[src/rtl/matrix_pkg.sv]
// Shared types for the 16x16 bicolour LED matrix scanner: plane layout and scan FSM states.
package matrix_pkg;
    localparam int MATRIX_N = 16;

    typedef logic [MATRIX_N-1:0][MATRIX_N-1:0] plane_t;
    typedef enum logic [1:0] {SNAP, BLANK, DRIVE} scan_state_t;

    function automatic logic [MATRIX_N-1:0] row_sel_n(input logic [3:0] row);
        return ~(16'h1 << row);
    endfunction
endpackage

[src/rtl/scan_timer.sv]
// Loadable down-counter shared by the BLANK and DRIVE phases of the matrix scanner.
module scan_timer #(
    parameter int W = 4
) (
    input  logic         clk,
    input  logic         reset,
    input  logic         load,
    input  logic [W-1:0] load_val,
    output logic [W-1:0] cnt,
    output logic         done
);
    always_ff @(posedge clk) begin
        if (reset)
            cnt <= '0;
        else if (load)
            cnt <= load_val;
        else if (cnt != '0)
            cnt <= cnt - 1'b1;
    end

    // A phase loaded with N lasts N cycles; done marks the final one.
    assign done = (cnt == W'(1));
endmodule

[src/rtl/led_matrix_scanner.sv]
// Row-scanned driver for a 16x16 bicolour LED matrix with per-frame snapshot of both planes.
// Optional LED_MATRIX_DIM_EN adds a 3-bit brightness input that limits column duty within DRIVE.
module led_matrix_scanner
    import matrix_pkg::*;
#(
    parameter int DWELL_CYCLES = 4096,
    parameter int BLANK_CYCLES = 64
) (
    input  logic                             clk,
    input  logic                             reset,
    input  logic [MATRIX_N-1:0][MATRIX_N-1:0] RedPixels,
    input  logic [MATRIX_N-1:0][MATRIX_N-1:0] GrnPixels,
`ifdef LED_MATRIX_DIM_EN
    input  logic [2:0]                       brightness,
`endif
    output logic [MATRIX_N-1:0]              row_n,
    output logic [MATRIX_N-1:0]              red_col,
    output logic [MATRIX_N-1:0]              grn_col,
    output logic                             frame_done
);
    localparam int MAXC = (DWELL_CYCLES > BLANK_CYCLES) ? DWELL_CYCLES : BLANK_CYCLES;
    localparam int PW   = $clog2(MAXC + 1);

    scan_state_t   state;
    logic [3:0]    row;
    plane_t        shadow_red;
    plane_t        shadow_grn;
    logic [PW-1:0] cnt;
    logic          tdone;
    logic          tload;
    logic [PW-1:0] tval;
    logic [PW-1:0] nxt_phase;
    logic [2:0]    bright;

    function automatic logic duty_on(input logic [PW-1:0] phase, input logic [2:0] b);
        logic [31:0] lim;
        lim = ((32'(b) + 32'd1) * 32'(DWELL_CYCLES)) >> 3;
        return 32'(phase) < lim;
    endfunction

    assign tload = (state == SNAP) || tdone;
    assign tval  = (state == BLANK) ? PW'(DWELL_CYCLES) : PW'(BLANK_CYCLES);
    // Phase index of the DRIVE cycle that follows the current one.
    assign nxt_phase = PW'(DWELL_CYCLES) - cnt + PW'(1);

    scan_timer #(.W(PW)) u_timer (
        .clk      (clk),
        .reset    (reset),
        .load     (tload),
        .load_val (tval),
        .cnt      (cnt),
        .done     (tdone)
    );

`ifdef LED_MATRIX_DIM_EN
    always_ff @(posedge clk) begin
        if (reset)
            bright <= 3'd7;
        else if (state == SNAP)
            bright <= brightness;
    end
`else
    assign bright = 3'd7;
`endif

    always_ff @(posedge clk) begin
        if (reset) begin
            state      <= SNAP;
            row        <= '0;
            row_n      <= '1;
            red_col    <= '0;
            grn_col    <= '0;
            frame_done <= 1'b0;
            shadow_red <= '0;
            shadow_grn <= '0;
        end else begin
            frame_done <= 1'b0;
            unique case (state)
                SNAP: begin
                    shadow_red <= RedPixels;
                    shadow_grn <= GrnPixels;
                    row        <= '0;
                    state      <= BLANK;
                end
                BLANK: begin
                    if (tdone) begin
                        state   <= DRIVE;
                        row_n   <= row_sel_n(row);
                        red_col <= duty_on(PW'(0), bright) ? shadow_red[row] : '0;
                        grn_col <= duty_on(PW'(0), bright) ? shadow_grn[row] : '0;
                    end
                end
                DRIVE: begin
                    if (tdone) begin
                        row_n   <= '1;
                        red_col <= '0;
                        grn_col <= '0;
                        if (row == 4'd15) begin
                            state      <= SNAP;
                            frame_done <= 1'b1;
                        end else begin
                            row   <= row + 1'b1;
                            state <= BLANK;
                        end
                    end else begin
                        red_col <= duty_on(nxt_phase, bright) ? shadow_red[row] : '0;
                        grn_col <= duty_on(nxt_phase, bright) ? shadow_grn[row] : '0;
                    end
                end
                default: state <= SNAP;
            endcase
        end
    end
endmodule

[config.mk]
export PLATFORM = sky130hd
export DESIGN_NAME = led_matrix_scanner
export DESIGN_NICKNAME = d
export VERILOG_FILES = /design/src/rtl/matrix_pkg.sv /design/src/rtl/scan_timer.sv /design/src/rtl/led_matrix_scanner.sv
export SDC_FILE = /design/constraint.sdc
export NUM_CORES = 1
export LEC_CHECK = 0
export BUFFER_PORTS_ARGS = -buffer_cell sky130_fd_sc_hd__buf_2
export CAP_MARGIN = 40
export CORE_MARGIN = 5
export CORE_UTILIZATION = 40
export DETAILED_ROUTE_END_ITERATION = 7
export PLACE_DENSITY = 0.72
export SYNTH_ARGS = -nofsm -noshare
export SYNTH_HDL_FRONTEND = slang
export SYNTH_SLANG_ARGS = --single-unit
[constraint.sdc]
create_clock -name clk -period 2.7 [get_ports clk]
set_input_delay 0.54 -clock clk [delete_from_list [all_inputs] [get_ports clk]]
set_output_delay 0.54 -clock clk [all_outputs]
set_load 0.02 [all_outputs]
==> flow_summary.json, run 1 <==
{
  "wl_um": 83300,
  "crit_type": "flop to flop",
  "dr.pass1.iters": 5,
  "yosysSeqAreaShare_pct": 48.1,
  "avgSynthCellArea_um2": 8.11,
  "drt_drc_violations_left": 0,
  "met2_length_um": 37600,
  "drt_iter0_drc": 2110,
  "areaGrowthSynthToFinish_pct": 23.3,
  "post-route-period-util_pct": 91.1,
  "tritoncts": "done",
  "start_util_pct": 40.2,
  "wl_met3_um": 5240,
  "numCtsBuffers": 61,
  "design.core.area_um2": 60000,
  "hold_violations": 0,
  "p_leak_nw": 11.9,
  "fin_crit_ns": 2.46,
  "antenna_found_initial": 12,
  "setup-violations-final": 0,
  "syn-instance-count": 2977,
  "synth_edf_count": 0,
  "port_buffers": 562,
  "vias": 22500,
  "routedWlPerCell_um": 19.7,
  "ys_warn_count": 0,
  "max_freq_mhz": 406,
  "cts.clk_slew.worst_paths_ns": 0.07,
  "powerDensity_nw_per_um2": 803,
  "setup_tns_ns": 0,
  "hold_path_class": "primary input to flop",
  "async_reset_ff_share_pct": 0,
  "final_cell_mix": "1068 x nand2_1, 586 x a21oi_1, 576 x dfxtp_1",
  "timing.hold.ws_ns": 0.162,
  "arrival_ns": 2.98,
  "clock_path_buffers": 3,
  "synth_ff_type": "dfxtp_1",
  "cts-root-buf": "clkbuf_16",
  "dieArea_um2": 65300,
  "dr.max_layer_used": "met5",
  "cts_resized": 0,
  "syn_nets": 3500,
  "clk_latency_ns": 0.61,
  "ant_nets": 0,
  "cp-end-kind": "flop",
  "cts_setup_buffers": 0,
  "nNetsFinal": 3926,
  "grt_max_degree": 226,
  "num_rows": 90,
  "place_congestion": 0.867,
  "netlist_area_um2": 24100,
  "synth.distinct_cells": 48,
  "grt_first_pass_wirelength_um": 123000,
  "worstSetupStartpointType": "flop",
  "status": "completed",
  "relSlewSlack_pct": 17.0,
  "hpwl_um": 60700,
  "cp_max_fo": 32,
  "hold_buffers": 0,
  "ys_seq_elements": 580,
  "required_ns": 3.22,
  "avgViaCountPerCell": 5.31,
  "track_usage_pct": 23.8,
  "rsz0062_at_grt": "false",
  "maxCapViolCount": 0,
  "fin_skew_ns": 0.0176,
  "dieHeight_um": 256,
  "worstMarginPinSlew_ns": 1.24,
  "ios": 563,
  "grt_overflow_total": 0,
  "m1WireLength_um": 37300,
  "report.final.slew_viol_count": 0,
  "fp.dieW_um": 256,
  "grt_pass1_vias": 21200,
  "cts_sinks": 580,
  "mostFrequentLayoutCell": "nand2_1",
  "drive_above_1_share_pct": 22.9,
  "htreeDepth": 2,
  "vdd_ir_drop_max_mv": 0.476
}
## through the flow
stage	area [um2]	total power [W]	instances	worst slack, ns	util [%]
after floorplan	24100	0.0136	2977	0.637	-
after global placement	27700	0.0154	4121	0.343	46.1
after detailed placement	27700	0.0154	4122	0.257	46.1
after CTS	29700	0.0240	4231	0.253	49.5
after global routing	29800	0.0251	4239	0.0291	49.6
final	29800	0.0239	4239	0.240	49.6
## synthesized netlist by cell type, types with 3 or more instances
master,number,area (um2)
o21ai_1,13,65.1
nand4_1,3,18.8
a22oi_1,31,233
clkbuf_1,204,766
nand2b_1,16,100
nand2_1,1068,4010
nand3_1,13,65.1
a41oi_1,4,35.0
nor4_1,4,25.0
a221oi_1,33,289
o21ai_0,38,190
a21oi_1,586,2930
xnor2_1,3,26.3
inv_1,5,18.8
nand3b_1,3,22.5
a211oi_1,3,22.5
or2_1,3,18.8
nor3_1,8,40.0
mux4_2,66,1490
dfxtp_1,580,11600
and3_1,3,18.8
buf_1,15,56.3
nor2_1,86,323
or4_1,5,37.5
buf_2,25,125
ha_1,9,113
mux2i_1,124,1240
## per-layer routing
metal | vias up | track usage [%]
met5 | - | 0
met4 | 4 | 9.30
met3 | 159 | 4.07
met2 | 800 | 36.1
met1 | 10700 | 34.0
li1 | 10900 | -
## critical path, cell delays in order, from the launching register on
cell	delay, ns
dfxtp_1	0.32
inv_1	0.13
ha_1	0.21
or4b_4	0.53
nor3_2	0.26
a41oi_1	0.08
o31a_2	0.58
o21ai_0	0.26
## where the power goes
group | leakage, nW | internal (W) | switching [W]
clock | 1.01 | 0.00510 | 0.00350
sequential | 4.78 | 0.00965 | 0.000652
combinational | 6.07 | 0.00182 | 0.00318
## path summary, 6_finish.rpt
check	slack, ns	end	cells after the start	start
setup reg to reg	0.24	red_col[12]$_SDFFE_PP0P_	7	u_timer.cnt[1]$_SDFFE_PP0P_
hold reg to reg	0.45	grn_col[6]$_SDFFE_PP0P_	2	grn_col[6]$_SDFFE_PP0P_
setup / recovery	0.24	red_col[12]$_SDFFE_PP0P_	7	u_timer.cnt[1]$_SDFFE_PP0P_
hold / removal	0.16	shadow_red[7]$_SDFFE_PP0P_	3	RedPixels[7]
## flip-flops by register name, summed over array words and instances (netlist names)
name         cells
row_n           16
row              4
frame_done       1
grn_col         16
shadow_grn     256
state            2
red_col         16
shadow_red     256
u_timer.cnt     13
## cells by family (layout without fill, tap and decap cells)
| group | after synthesis | count (layout) | share of synthesized area, % |
|---|---|---|---|
| and+or+nand+nor | 1226 | 1226 | 20.0 |
| buffers and inverters | 251 | 723 | 4.08 |
| AOI/OAI and AO/OA | 716 | 716 | 15.9 |
| adders and majority gates | 9 | 9 | 0.467 |
| muxes | 190 | 190 | 11.3 |
| xor gates and xnor gates | 5 | 5 | 0.182 |
| DFF | 580 | 580 | 48.1 |
| other | 0 | 8 | 0 |
## layout make-up
type                    instances  area, um2
flip-flops and latches        580      11600
multi-input cells            2146      11600
clock inverters                21        287
clock buffers                  88       1770
fillers                      5763      30300
diodes                          8       20.0
well taps                     782        978
inverters                       5       18.8
repair buffers                609       3480
Note: power is estimated with default switching activity, not from simulation.
==> run 2: changes to the inputs <==
SETUP_SLACK_MARGIN = 0.3   (was default)
==> run 2 against run 1 <==
Largest power group unchanged. Register-to-register slack better by 0.19 ns. Critical endpoint is now grn_col[10]$_SDFFE_PP0P_. Via count fell by 0.20%. Critical path type unchanged. Die area is the same.
==> flow_summary.json, run 2 (synthesis results as in run 1) <==
{
  "status": "completed",
  "htreeDepth": 2,
  "reg.largest.list": "shadow_grn x256, shadow_red x256",
  "crit_type": "flop to flop",
  "cts.clk_slew.worst_paths_ns": 0.06,
  "final_cell_mix": "1068 x nand2_1, 586 x a21oi_1, 576 x dfxtp_1",
  "stdcell_count": 4242,
  "power_frac_comb_pct": 21.2,
  "maxCapViolCount": 0,
  "hold_path_class": "primary input to flop",
  "powerDensity_nw_per_um2": 805,
  "ant_nets": 0,
  "dp.cells": 4122,
  "areaGrowthSynthToFinish_pct": 23.6,
  "cp-end-kind": "flop",
  "post-route-period-util_pct": 84.3,
  "clockPowerShare_pct": 35.8,
  "start_util_pct": 40.2,
  "drive_above_1_share_pct": 23.0,
  "cts_sinks": 580,
  "ios": 563,
  "ff2ff_path_depth": 7,
  "tritoncts": "done",
  "clock_path_buffers": 3,
  "cp_max_fo": 8,
  "grt_max_degree": 226,
  "worstReg2RegStart": "u_timer.cnt[1]$_SDFFE_PP0P_",
  "power.switching_w": 0.00742,
  "numCtsBuffers": 61,
  "r2r-end": "grn_col[10]$_SDFFE_PP0P_",
  "arrival_ns": 2.81,
  "fin_crit_ns": 2.27,
  "crit_path_end": "grn_col[10]$_SDFFE_PP0P_",
  "p_int_w": 0.0166,
  "drt_drc_violations_left": 0,
  "fp.dieW_um": 256,
  "place_congestion": 0.867,
  "setup_tns_ns": 0,
  "nNetsFinal": 3929,
  "vdd_ir_drop_max_mv": 0.476,
  "hpwl_um": 60700,
  "clk_latency_ns": 0.61,
  "required_ns": 3.24,
  "timing.hold.ws_ns": 0.161,
  "fin_skew_ns": 0.0177,
  "grt_first_pass_wirelength_um": 123000,
  "num_rows": 90,
  "hold_depth": 3,
  "worstSetupStartpointType": "flop",
  "avgViaCountPerCell": 5.30,
  "rsz0062_at_grt": "false",
  "p_leak_nw": 11.9,
  "netSwitchingFraction_pct": 30.9,
  "worstMarginPinSlew_ns": 1.23,
  "setup-violations-final": 0,
  "port_buffers": 562,
  "crit_path_start": "u_timer.cnt[1]$_SDFFE_PP0P_",
  "grt_pass1_vias": 21200,
  "design.core.area_um2": 60000,
  "p_seq_share_pct": 42.9,
  "hold_buffers": 0,
  "rrSetupSlack_ns": 0.43,
  "track_usage_pct": 23.8,
  "routedWlPerCell_um": 19.8,
  "drt_iter0_drc": 2072,
  "mostFrequentLayoutCell": "nand2_1",
  "vias": 22500,
  "relSlewSlack_pct": 18.1,
  "report.final.slew_viol_count": 0,
  "cts-root-buf": "clkbuf_16",
  "dieArea_um2": 65300,
  "dieHeight_um": 256,
  "max_freq_mhz": 440,
  "grt_overflow_total": 0,
  "wl_um": 84100,
  "hold_violations": 0,
  "dr.pass1.iters": 7,
  "antenna_found_initial": 12,
  "fillers": 5752
}
[run 2: routing by layer]
| layer | up-vias | global-route usage (%) | wire, um |
|---|---|---|---|
| met1 | 10600 | 34.1 | 37400 |
| met5 | - | 0 | 34 |
| li1 | 10900 | - | - |
| met2 | 833 | 36.1 | 37800 |
| met4 | 4 | 9.30 | 3210 |
| met3 | 167 | 4.07 | 5630 |
[run 2: repair_timing]
action,4_1_cts,5_1_grt
buffers inserted,0,1
gates resized for setup,1,9
cloned,0,2
setup endpoints to repair,19,34
pin swaps,0,2
[run 2: through the flow]
stage                     total power [W]  util [%]  area (um2)  setup WS (ns)
after floorplan                    0.0136         -       24100          0.637
after CTS                          0.0240      49.6       29700          0.377
final                              0.0240      49.7       29800          0.425
after detailed placement           0.0154      46.1       27700          0.257
after global placement             0.0154      46.1       27700          0.343
after global routing               0.0252      49.7       29800          0.317
[run 2: worst min path at each step]
stage / to / slack, ns / startpoint
final: shadow_grn[169]$_SDFFE_PP0P_ / 0.16 / GrnPixels[169]
after CTS: shadow_grn[136]$_SDFFE_PP0P_ / 0.12 / GrnPixels[136]
after floorplan: shadow_grn[192]$_SDFFE_PP0P_ / 0.43 / shadow_grn[192]$_SDFFE_PP0P_
after global placement: grn_col[6]$_SDFFE_PP0P_ / 0.44 / grn_col[6]$_SDFFE_PP0P_
after global routing: shadow_grn[88]$_SDFFE_PP0P_ / 0.14 / GrnPixels[88]
after detailed placement: grn_col[3]$_SDFFE_PP0P_ / 0.44 / grn_col[3]$_SDFFE_PP0P_
[run 2: power groups by stage]
stage | Sequential [W] | Clock (W) | Combinational [W]
floorplan | 0.0103 | 0 | 0.00339
global placement | 0.0104 | 0 | 0.00494
detailed placement | 0.0105 | 0 | 0.00497
CTS | 0.0103 | 0.00875 | 0.00500
global route | 0.0104 | 0.00910 | 0.00566
finish | 0.0103 | 0.00860 | 0.00509
[run 2: critical path: stages, from the launching register on]
cell	delay, ns
dfxtp_1	0.33
inv_2	0.10
ha_1	0.20
or4b_4	0.54
nor3_4	0.22
a41oi_2	0.11
o31a_2	0.51
o21ai_0	0.20
[run 2: area by class of cell]
type                    count  area, um2  area share (%)
flip-flops and latches    580      11600            39.0
clock buffers              88       1770            5.93
inverters                   5       18.8          0.0629
multi-input cells        2148      11600            39.0
diodes                      8       20.0          0.0671
repair buffers            610       3490            11.7
clock inverters            21        287           0.961
well taps                 782        978            3.28
